<file path="src/rtl/sw_input_ctrl_pkg.sv">
// Shared peripheral definitions for the switch input controller: register map,
// identifier word and debounce defaults.
package sw_input_ctrl_pkg;

    localparam int          DEFAULT_DEBOUNCE_CYCLES = 16;
    localparam logic [31:0] SW_ID                   = 32'h5357_0001;

    typedef enum logic [1:0] {
        REG_STABLE = 2'd0,
        REG_FLAGS  = 2'd1,
        REG_MASK   = 2'd2,
        REG_ID     = 2'd3
    } reg_addr_e;

    // Counter only has to hold DEBOUNCE_CYCLES-1, so clog2 of the cycle count suffices.
    function automatic int cnt_width(input int cycles);
        return (cycles > 2) ? $clog2(cycles) : 1;
    endfunction

endpackage

</file>
<file path="src/rtl/sw_debounce.sv">
// One switch bit: 2-flop synchronizer plus mismatch counter; emits the accepted
// level and a single-cycle pulse on the cycle a change is accepted.
module sw_debounce
    import sw_input_ctrl_pkg::*;
#(
    parameter int DEBOUNCE_CYCLES = DEFAULT_DEBOUNCE_CYCLES
) (
    input  logic clk,
    input  logic rst,
    input  logic sw,
    output logic stable,
    output logic change
);

    localparam int            CW   = cnt_width(DEBOUNCE_CYCLES);
    localparam logic [CW-1:0] LAST = CW'(DEBOUNCE_CYCLES - 1);

    logic          sync_q1;
    logic          sync_q2;
    logic [CW-1:0] count;

    always_ff @(posedge clk) begin
        if (rst) begin
            sync_q1 <= 1'b0;
            sync_q2 <= 1'b0;
        end else begin
            sync_q1 <= sw;
            sync_q2 <= sync_q1;
        end
    end

    // Combinational so the flag register captures it on the same edge stable flips.
    always_comb begin
        change = (sync_q2 != stable) && (count == LAST);
    end

    always_ff @(posedge clk) begin
        if (rst) begin
            count  <= '0;
            stable <= 1'b0;
        end else if (sync_q2 == stable) begin
            count <= '0;
        end else if (change) begin
            stable <= sync_q2;
            count  <= '0;
        end else begin
            count <= count + 1'b1;
        end
    end

endmodule

</file>
<file path="src/rtl/sw_input_ctrl.sv">
// Debounced switch input peripheral with read-to-clear change flags.
// Define SW_INPUT_IRQ_EN to enable the masked level interrupt.
module sw_input_ctrl
    import sw_input_ctrl_pkg::*;
#(
    parameter int DEBOUNCE_CYCLES = DEFAULT_DEBOUNCE_CYCLES,
    parameter int NUM_SW          = 16
) (
    input  logic              clk,
    input  logic              rst,
    input  logic [NUM_SW-1:0] sw_i,
    input  logic              rd_en,
    input  logic [1:0]        rd_addr,
    output logic [31:0]       rd_data,
    output logic              rd_valid,
    output logic              irq
);

    logic [NUM_SW-1:0] stable;
    logic [NUM_SW-1:0] change;
    logic [NUM_SW-1:0] flags;
    logic [NUM_SW-1:0] flags_clr;
    logic [NUM_SW-1:0] mask;
    logic [31:0]       rd_mux;

    for (genvar i = 0; i < NUM_SW; i++) begin : g_db
        sw_debounce #(
            .DEBOUNCE_CYCLES(DEBOUNCE_CYCLES)
        ) u_db (
            .clk    (clk),
            .rst    (rst),
            .sw     (sw_i[i]),
            .stable (stable[i]),
            .change (change[i])
        );
    end

    // Clear only the bits being returned; a set arriving on the same edge wins.
    assign flags_clr = (rd_en && (reg_addr_e'(rd_addr) == REG_FLAGS)) ? flags : '0;

    always_ff @(posedge clk) begin
        if (rst) begin
            flags <= '0;
        end else begin
            flags <= (flags & ~flags_clr) | change;
        end
    end

`ifdef SW_INPUT_IRQ_EN
    always_ff @(posedge clk) begin
        if (rst) begin
            mask <= '1;
            irq  <= 1'b0;
        end else begin
            irq  <= |(flags & mask);
        end
    end
`else
    assign mask = '0;
    assign irq  = 1'b0;
`endif

    always_comb begin
        rd_mux = '0;
        case (reg_addr_e'(rd_addr))
            REG_STABLE: rd_mux[NUM_SW-1:0] = stable;
            REG_FLAGS:  rd_mux[NUM_SW-1:0] = flags;
            REG_MASK:   rd_mux[NUM_SW-1:0] = mask;
            REG_ID:     rd_mux             = SW_ID;
            default:    rd_mux             = '0;
        endcase
    end

    always_ff @(posedge clk) begin
        if (rst) begin
            rd_data  <= '0;
            rd_valid <= 1'b0;
        end else begin
            rd_valid <= rd_en;
            if (rd_en) begin
                rd_data <= rd_mux;
            end
        end
    end

endmodule

</file>
<file path="config.mk">
export PLATFORM = sky130hd
export DESIGN_NAME = sw_input_ctrl
export DESIGN_NICKNAME = d
export VERILOG_FILES = /design/src/rtl/sw_input_ctrl_pkg.sv /design/src/rtl/sw_debounce.sv /design/src/rtl/sw_input_ctrl.sv
export SDC_FILE = /design/constraint.sdc
export NUM_CORES = 1
export LEC_CHECK = 0
export CAP_MARGIN = 30
export CORE_MARGIN = 8
export CORE_UTILIZATION = 56
export DETAILED_ROUTE_END_ITERATION = 8
export PLACE_DENSITY = 0.8
export RECOVER_POWER = 50
export SETUP_SLACK_MARGIN = 0.15
export SLEW_MARGIN = 0
export SYNTH_ARGS = -nofsm -noshare
export SYNTH_HDL_FRONTEND = slang
export SYNTH_HIERARCHICAL = 1
export SYNTH_SLANG_ARGS = --single-unit
</file>
<file path="constraint.sdc">
create_clock -name clk -period 1.3 [get_ports clk]
set_input_delay 0.26 -clock clk [delete_from_list [all_inputs] [get_ports clk]]
set_output_delay 0.26 -clock clk [all_outputs]
set_load 0.005 [all_outputs]
</file>
==> results.sh, run 1 <==
export IMPL_path_clk_slew_ns=0.06
export IMPL_comb_power_share_pct=4.3
export IMPL_clock_sinks=146
export IMPL_hp_class="input port to flip-flop"
export IMPL_pwr_share_seq_pct=48.5
export IMPL_relSlewSlack_pct=28.3
export IMPL_drt_iter0_drc=145
export IMPL_grt_pass1_wl_um=18500
export IMPL_synth_most_common_cell="dfxtp_1"
export IMPL_num_antenna_cells=0
export IMPL_crit_path_end_kind="output port"
export IMPL_crit_arrival_ns=1.13
export IMPL_yosysSeqAreaShare_pct=54.4
export IMPL_maxSlewViolCount=0
export IMPL_cts_made_buffers=17
export IMPL_drt_wirelength_per_cell_um=15.3
export IMPL_power_share_clock_pct=47.1
export IMPL_synth_async_reset_ratio_pct=0
export IMPL_seqCellArea_mm2=0.00300
export IMPL_worst_setup_path_start_kind="flip-flop"
export IMPL_drive_gt1_share_pct=40.5
export IMPL_ys_top_cells_by_area="dfxtp_1 (54%), nor2_1 (8.2%), xnor2_1 (5.2%)"
export IMPL_clockBufferDepth=2
export IMPL_tritoncts="done"
export IMPL_postRouteAntennaNets=0
export IMPL_skew_ns=0.00559
export IMPL_rsz0062_at_grt="true"
export IMPL_peakVddDrop_uv=1210
export IMPL_drt_pass1_iter_count=4
export IMPL_vias=4021
export IMPL_place_detailed_hpwl_um=7130
export IMPL_period_share_pct=107
export IMPL_yosys_register_bits=146
export IMPL_syn_to_final_growth_pct=39.0
export IMPL_crit_required_ns=1.04
export IMPL_viasPerCell=5.08
export IMPL_htree_levels=4
export IMPL_fin_nets=687
export IMPL_grt_max_degree=24
export IMPL_power_switching_mw=2.09
export IMPL_yosys_area_top_type="dfxtp_1"
export IMPL_routed_wl_um=12100
export IMPL_yosys_top_cells_count="dfxtp_1 (146), nor2_1 (117), nor2b_1 (40), nand3_1 (33), xnor2_1 (32)"
export IMPL_place_ws_ns=-0.358
export IMPL_ys_warn_count=6
export IMPL_io_pins=55
export IMPL_grt_total_usage_pct=17.8
export IMPL_grt_ovfl_total=0
export IMPL_internal_power_mw=7.33
export IMPL_timing_hold_ws_ns=0.151
export IMPL_netlist_area_mm2=0.00537
export IMPL_synth_avg_cell_area_um2=9.99
export IMPL_place_gp_congestion=0.715
export IMPL_drv_cap=0
export IMPL_setup_viol=54
export IMPL_die_area_mm2=0.0130
export IMPL_rows=35
export IMPL_cp_max_fo=5
export IMPL_ys_types=29
export IMPL_power_density_mw_per_mm2=1260
export IMPL_outcome="complete, but fails checks"
export IMPL_stdcell_area_mm2=0.00747
export IMPL_max_freq_mhz=720
export IMPL_die_y_um=114
export IMPL_netlist_area_leader_share_pct=54.4
export IMPL_fill_cells=533
export IMPL_drcViolationCount=0
export IMPL_synth_edff_count=0
export IMPL_portBuffers=46
export IMPL_period_minus_slack_ns=1.39
export IMPL_violations="negative setup slack"
export IMPL_grt_pass1_vias=4244
export IMPL_p_leak_nw=2.90
export IMPL_multiInputGateArea_mm2=0.00270
export IMPL_fp_dieW_um=114
export IMPL_antenna_found_initial=0
export IMPL_setup_ws_ns=-0.0897
export IMPL_hold_buffers=0
export IMPL_hold_violations=0
export IMPL_root_buffer="clkbuf_8"
export IMPL_core_area_mm2=0.00928
export IMPL_dpl_cell_area_mm2=0.00618
export IMPL_netlist_instances=538
export IMPL_start_util_pct=57.9
export IMPL_swShare_pct=22.2
export IMPL_clk_latency_ns=0.51
export IMPL_synth_main_ff_cell="dfxtp_1"
export IMPL_crit_type="flip-flop to output port"
export IMPL_tightest_slew_ns=1.08
==> critical path, stage by stage (launching register included) <==
cell     delay [ns]
dfxtp_4        0.37
buf_12         0.14
buf_6          0.11
==> stage by stage <==
step	util, %	TNS (ns)	total power [mW]	instances
2_1_floorplan	-	0	4.85	545
6_report	80.4	-2.46	9.42	791
3_3_place_gp	66.6	-7.54	5.03	718
3_5_place_dp	66.6	-8.71	5.05	718
5_1_grt	80.4	-5.94	9.74	791
4_1_cts	76.7	-0.962	9.47	780
==> cells by family after synthesis <==
logic type                 Yosys count  synth area share (%)
and+or+nand+nor                    232                  22.0
DFF                                146                  54.4
xor gates and xnor gates            48                  7.82
buffers and inverters               39                  4.12
AOI/OAI and AO/OA                   34                  3.66
muxes                               22                  4.24
adders and majority gates           16                  3.73
other                                1                0.0698
==> state kept, by name, indices dropped and copies added (netlist names) <==
name,cells
rd_data,17
g_db.u_db/count,64
rd_valid,1
g_db.u_db/sync_q1,16
g_db.u_db/sync_q2,16
flags,16
g_db.u_db/stable,16
==> layout by cell type, fill, tap and decap left out, drive strengths merged, types with 18 or more instances in the layout <==
cell type / count
clkbuf: 21
nor2b: 40
nor2: 118
nand3: 33
nand2: 18
inv: 18
a21oi: 23
dfxtp: 146
buf: 88
xnor2: 32
==> per-layer routing <==
| layer | routed length (µm) | track usage [%] | vias up |
|---|---|---|---|
| met3 | 457 | 6.29 | 30 |
| li1 | - | - | 1961 |
| met5 | 0 | 0 | - |
| met1 | 4750 | 17.8 | 1937 |
| met4 | 377 | 7.63 | 0 |
| met2 | 6550 | 32.5 | 93 |
==> path summary, 6_finish.rpt <==
path / cells after the start / to / from / slack (ns)
setup / recovery: 2 / rd_data[18] / rd_data[28] / -0.09
hold / removal: 2 / g_db[10].u_db/sync_q1 / rst / 0.15
setup reg to reg: 4 / g_db[12].u_db/count[1] / g_db[12].u_db/count[0] / 0.08
hold reg to reg: 1 / g_db[6].u_db/sync_q2 / g_db[6].u_db/sync_q1 / 0.44
==> power groups by stage <==
| stage | Clock (mW) | Sequential, mW | Combinational, mW |
|---|---|---|---|
| finish | 4.44 | 4.58 | 0.408 |
| global route | 4.72 | 4.58 | 0.443 |
| CTS | 4.49 | 4.58 | 0.398 |
| detailed placement | 0 | 4.67 | 0.373 |
| global placement | 0 | 4.67 | 0.363 |
| floorplan | 0 | 4.67 | 0.183 |
==> cell type report <==
cell class / count / area share, %
sequential: 146 / 40.2
multi-input combinational: 360 / 36.1
clock inverter: 12 / 1.47
clock buffer: 19 / 5.78
inverter: 16 / 0.804
timing repair buffer: 109 / 13.5
tap: 129 / 2.16
==> what timing repair did <==
item / CTS / global route
pin swaps: 31 / 27
buffers inserted: 30 / 11
cloned: 1 / 0
resized for setup: 186 / 76
setup endpoints to repair: 90 / 99
hold endpoints to repair: 0 / 0
(Power assumes the default switching activity.)
==> run 2: changes to the inputs <==
--- a/config.mk
+++ b/config.mk
@@ -6,11 +6,13 @@
 export NUM_CORES = 1
 export LEC_CHECK = 0
 export CAP_MARGIN = 30
-export CORE_MARGIN = 8
+export CORE_MARGIN = 4
 export CORE_UTILIZATION = 56
 export DETAILED_ROUTE_END_ITERATION = 8
+export MAX_ROUTING_LAYER = met4
 export PLACE_DENSITY = 0.8
 export RECOVER_POWER = 50
+export REMOVE_ABC_BUFFERS = 1
 export SETUP_SLACK_MARGIN = 0.15
 export SLEW_MARGIN = 0
 export SYNTH_ARGS = -nofsm -noshare
==> results.sh, run 2 (synthesized netlist as in run 1, its figures left out) <==
export IMPL_crit_top_cell="buf_6"
export IMPL_grt_total_usage_pct=20.4
export IMPL_viasPerCell=5.02
export IMPL_clk_latency_ns=0.52
export IMPL_worst_setup_path_start_kind="flip-flop"
export IMPL_outcome="complete, but fails checks"
export IMPL_place_detailed_hpwl_um=6890
export IMPL_drv_cap=0
export IMPL_max_freq_mhz=722
export IMPL_drcViolationCount=0
export IMPL_crit_arrival_ns=1.13
export IMPL_hold_buffers=0
export IMPL_rows=35
export IMPL_drt_wirelength_per_cell_um=14.5
export IMPL_place_gp_congestion=0.784
export IMPL_hold_violations=0
export IMPL_period_share_pct=107
export IMPL_timing_hold_ws_ns=0.279
export IMPL_slowest_delay_ns=0.38
export IMPL_maxSlewViolCount=0
export IMPL_tightest_slew_ns=0.676
export IMPL_drt_iter0_drc=135
export IMPL_clock_sinks=146
export IMPL_fp_dieW_um=106
export IMPL_num_antenna_cells=0
export IMPL_dp_cells=734
export IMPL_crit_family="flip-flops"
export IMPL_skew_ns=0.00391
export IMPL_worst_path_max_delay_cell="dfxtp_4"
export IMPL_tritoncts="done"
export IMPL_crit_chain="buf_6 > buf_6"
export IMPL_drt_pass1_iter_count=4
export IMPL_place_ws_ns=-0.351
export IMPL_postRouteAntennaNets=0
export IMPL_final_cell_mix="dfxtp_1 (100), nor2_1 (76), buf_4 (54), nor2b_1 (40), nor2_2 (39)"
export IMPL_setup_viol=7
export IMPL_power_density_mw_per_mm2=1250
export IMPL_rsz0062_at_grt="true"
export IMPL_grt_pass1_wl_um=17900
export IMPL_grt_max_degree=25
export IMPL_drive_gt1_share_pct=39.3
export IMPL_core_area_mm2=0.00928
export IMPL_hp_class="input port to flip-flop"
export IMPL_path_clk_slew_ns=0.06
export IMPL_start_util_pct=57.9
export IMPL_critPathBufInv=2
export IMPL_syn_to_final_growth_pct=36.9
export IMPL_period_minus_slack_ns=1.39
export IMPL_portBuffers=46
export IMPL_grt_pass1_vias=4021
export IMPL_fill_cells=589
export IMPL_grt_ovfl_total=0
export IMPL_root_buffer="clkbuf_8"
export IMPL_cp_max_fo=8
export IMPL_fin_setup_tns_ns=-0.250
export IMPL_vias=3993
export IMPL_reg_top3="g_db.u_db/count: 64 flops, rd_data: 17 flops"
export IMPL_htree_levels=4
export IMPL_die_area_mm2=0.0112
export IMPL_final_util_pct=79.2
export IMPL_crit_path_end_kind="output port"
export IMPL_relSlewSlack_pct=54.9
export IMPL_violations="negative setup slack"
export IMPL_finalPower_mw=9.20
export IMPL_crit_type="flip-flop to output port"
export IMPL_stdcell_count=796
export IMPL_fin_nets=692
export IMPL_antenna_found_initial=0
export IMPL_dpl_cell_area_mm2=0.00619
export IMPL_stdcell_area_mm2=0.00736
export IMPL_routed_wl_um=11600
export IMPL_peakVddDrop_uv=961
export IMPL_mostFrequentLayoutCell="dfxtp_1"
export IMPL_clockBufferDepth=2
export IMPL_die_y_um=106
export IMPL_io_pins=55
export IMPL_crit_required_ns=1.04
export IMPL_cts_made_buffers=17
export IMPL_largest_reg_flops=64
export IMPL_p_leak_nw=2.91
export IMPL_setup_ws_ns=-0.0855
export IMPL_largest_register="g_db.u_db/count"
## run 2: cell types whose count changed in the layout (fill, tap and decap cells not counted), moves of 6 or more
cell / before / now
buf_2: 5 / 17
dfxtp_4: 7 / 13
dlygate4sd3_1: 12 / 0
dfxtp_2: 41 / 33
clkdlybuf4s50_1: 7 / 17
buf_6: 21 / 14
clkbuf_1: 2 / 8
## run 2: worst register-to-register path: cells and delay by family (launching register included)
family	cells	cell delay, ns
DFF	1	0.35
adders and majority gates	1	0.17
and+or+nand+nor	3	0.61
## run 2: layout make-up
class / count / area (µm²) / area share [%]
multi-input cells: 360 / 2680 / 36.4
flip-flops and latches: 146 / 3010 / 41.0
clock buffers: 22 / 463 / 6.29
well taps: 129 / 161 / 2.19
inverters: 16 / 60.1 / 0.816
clock inverters: 9 / 58.8 / 0.799
repair buffers: 114 / 923 / 12.6
## run 2: power by group
group	internal [mW]	switching, mW
logic	0.202	0.185
registers	4.52	0.0420
clock network	2.47	1.77
total	7.20	2.00
## run 2: routing by layer
layer	up-vias	share of wire [%]	track usage, %
li1	1970	-	-
met5	-	0	-
met4	0	1.8	7.03
met3	24	3.9	6.01
met2	87	53	35.8
met1	1912	41	22.2
## run 2: worst paths after layout
path / startpoint / end / slack [ns] / depth (start not counted)
min: rd_addr[1] / rd_data[28] / 0.28 / 4
max reg2reg: g_db[10].u_db/count[0] / g_db[10].u_db/count[1] / 0.09 / 4
min reg2reg: g_db[7].u_db/count[0] / g_db[7].u_db/count[0] / 0.43 / 1
max: rd_data[28] / rd_data[30] / -0.09 / 2
## run 2: what timing repair did
| item | in CTS | in global routing |
|---|---|---|
| cloned | 0 | 1 |
| endpoints found under the setup margin | 93 | 113 |
| resized for setup | 193 | 82 |
| pin swaps | 22 | 26 |
| buffers inserted | 11 | 19 |
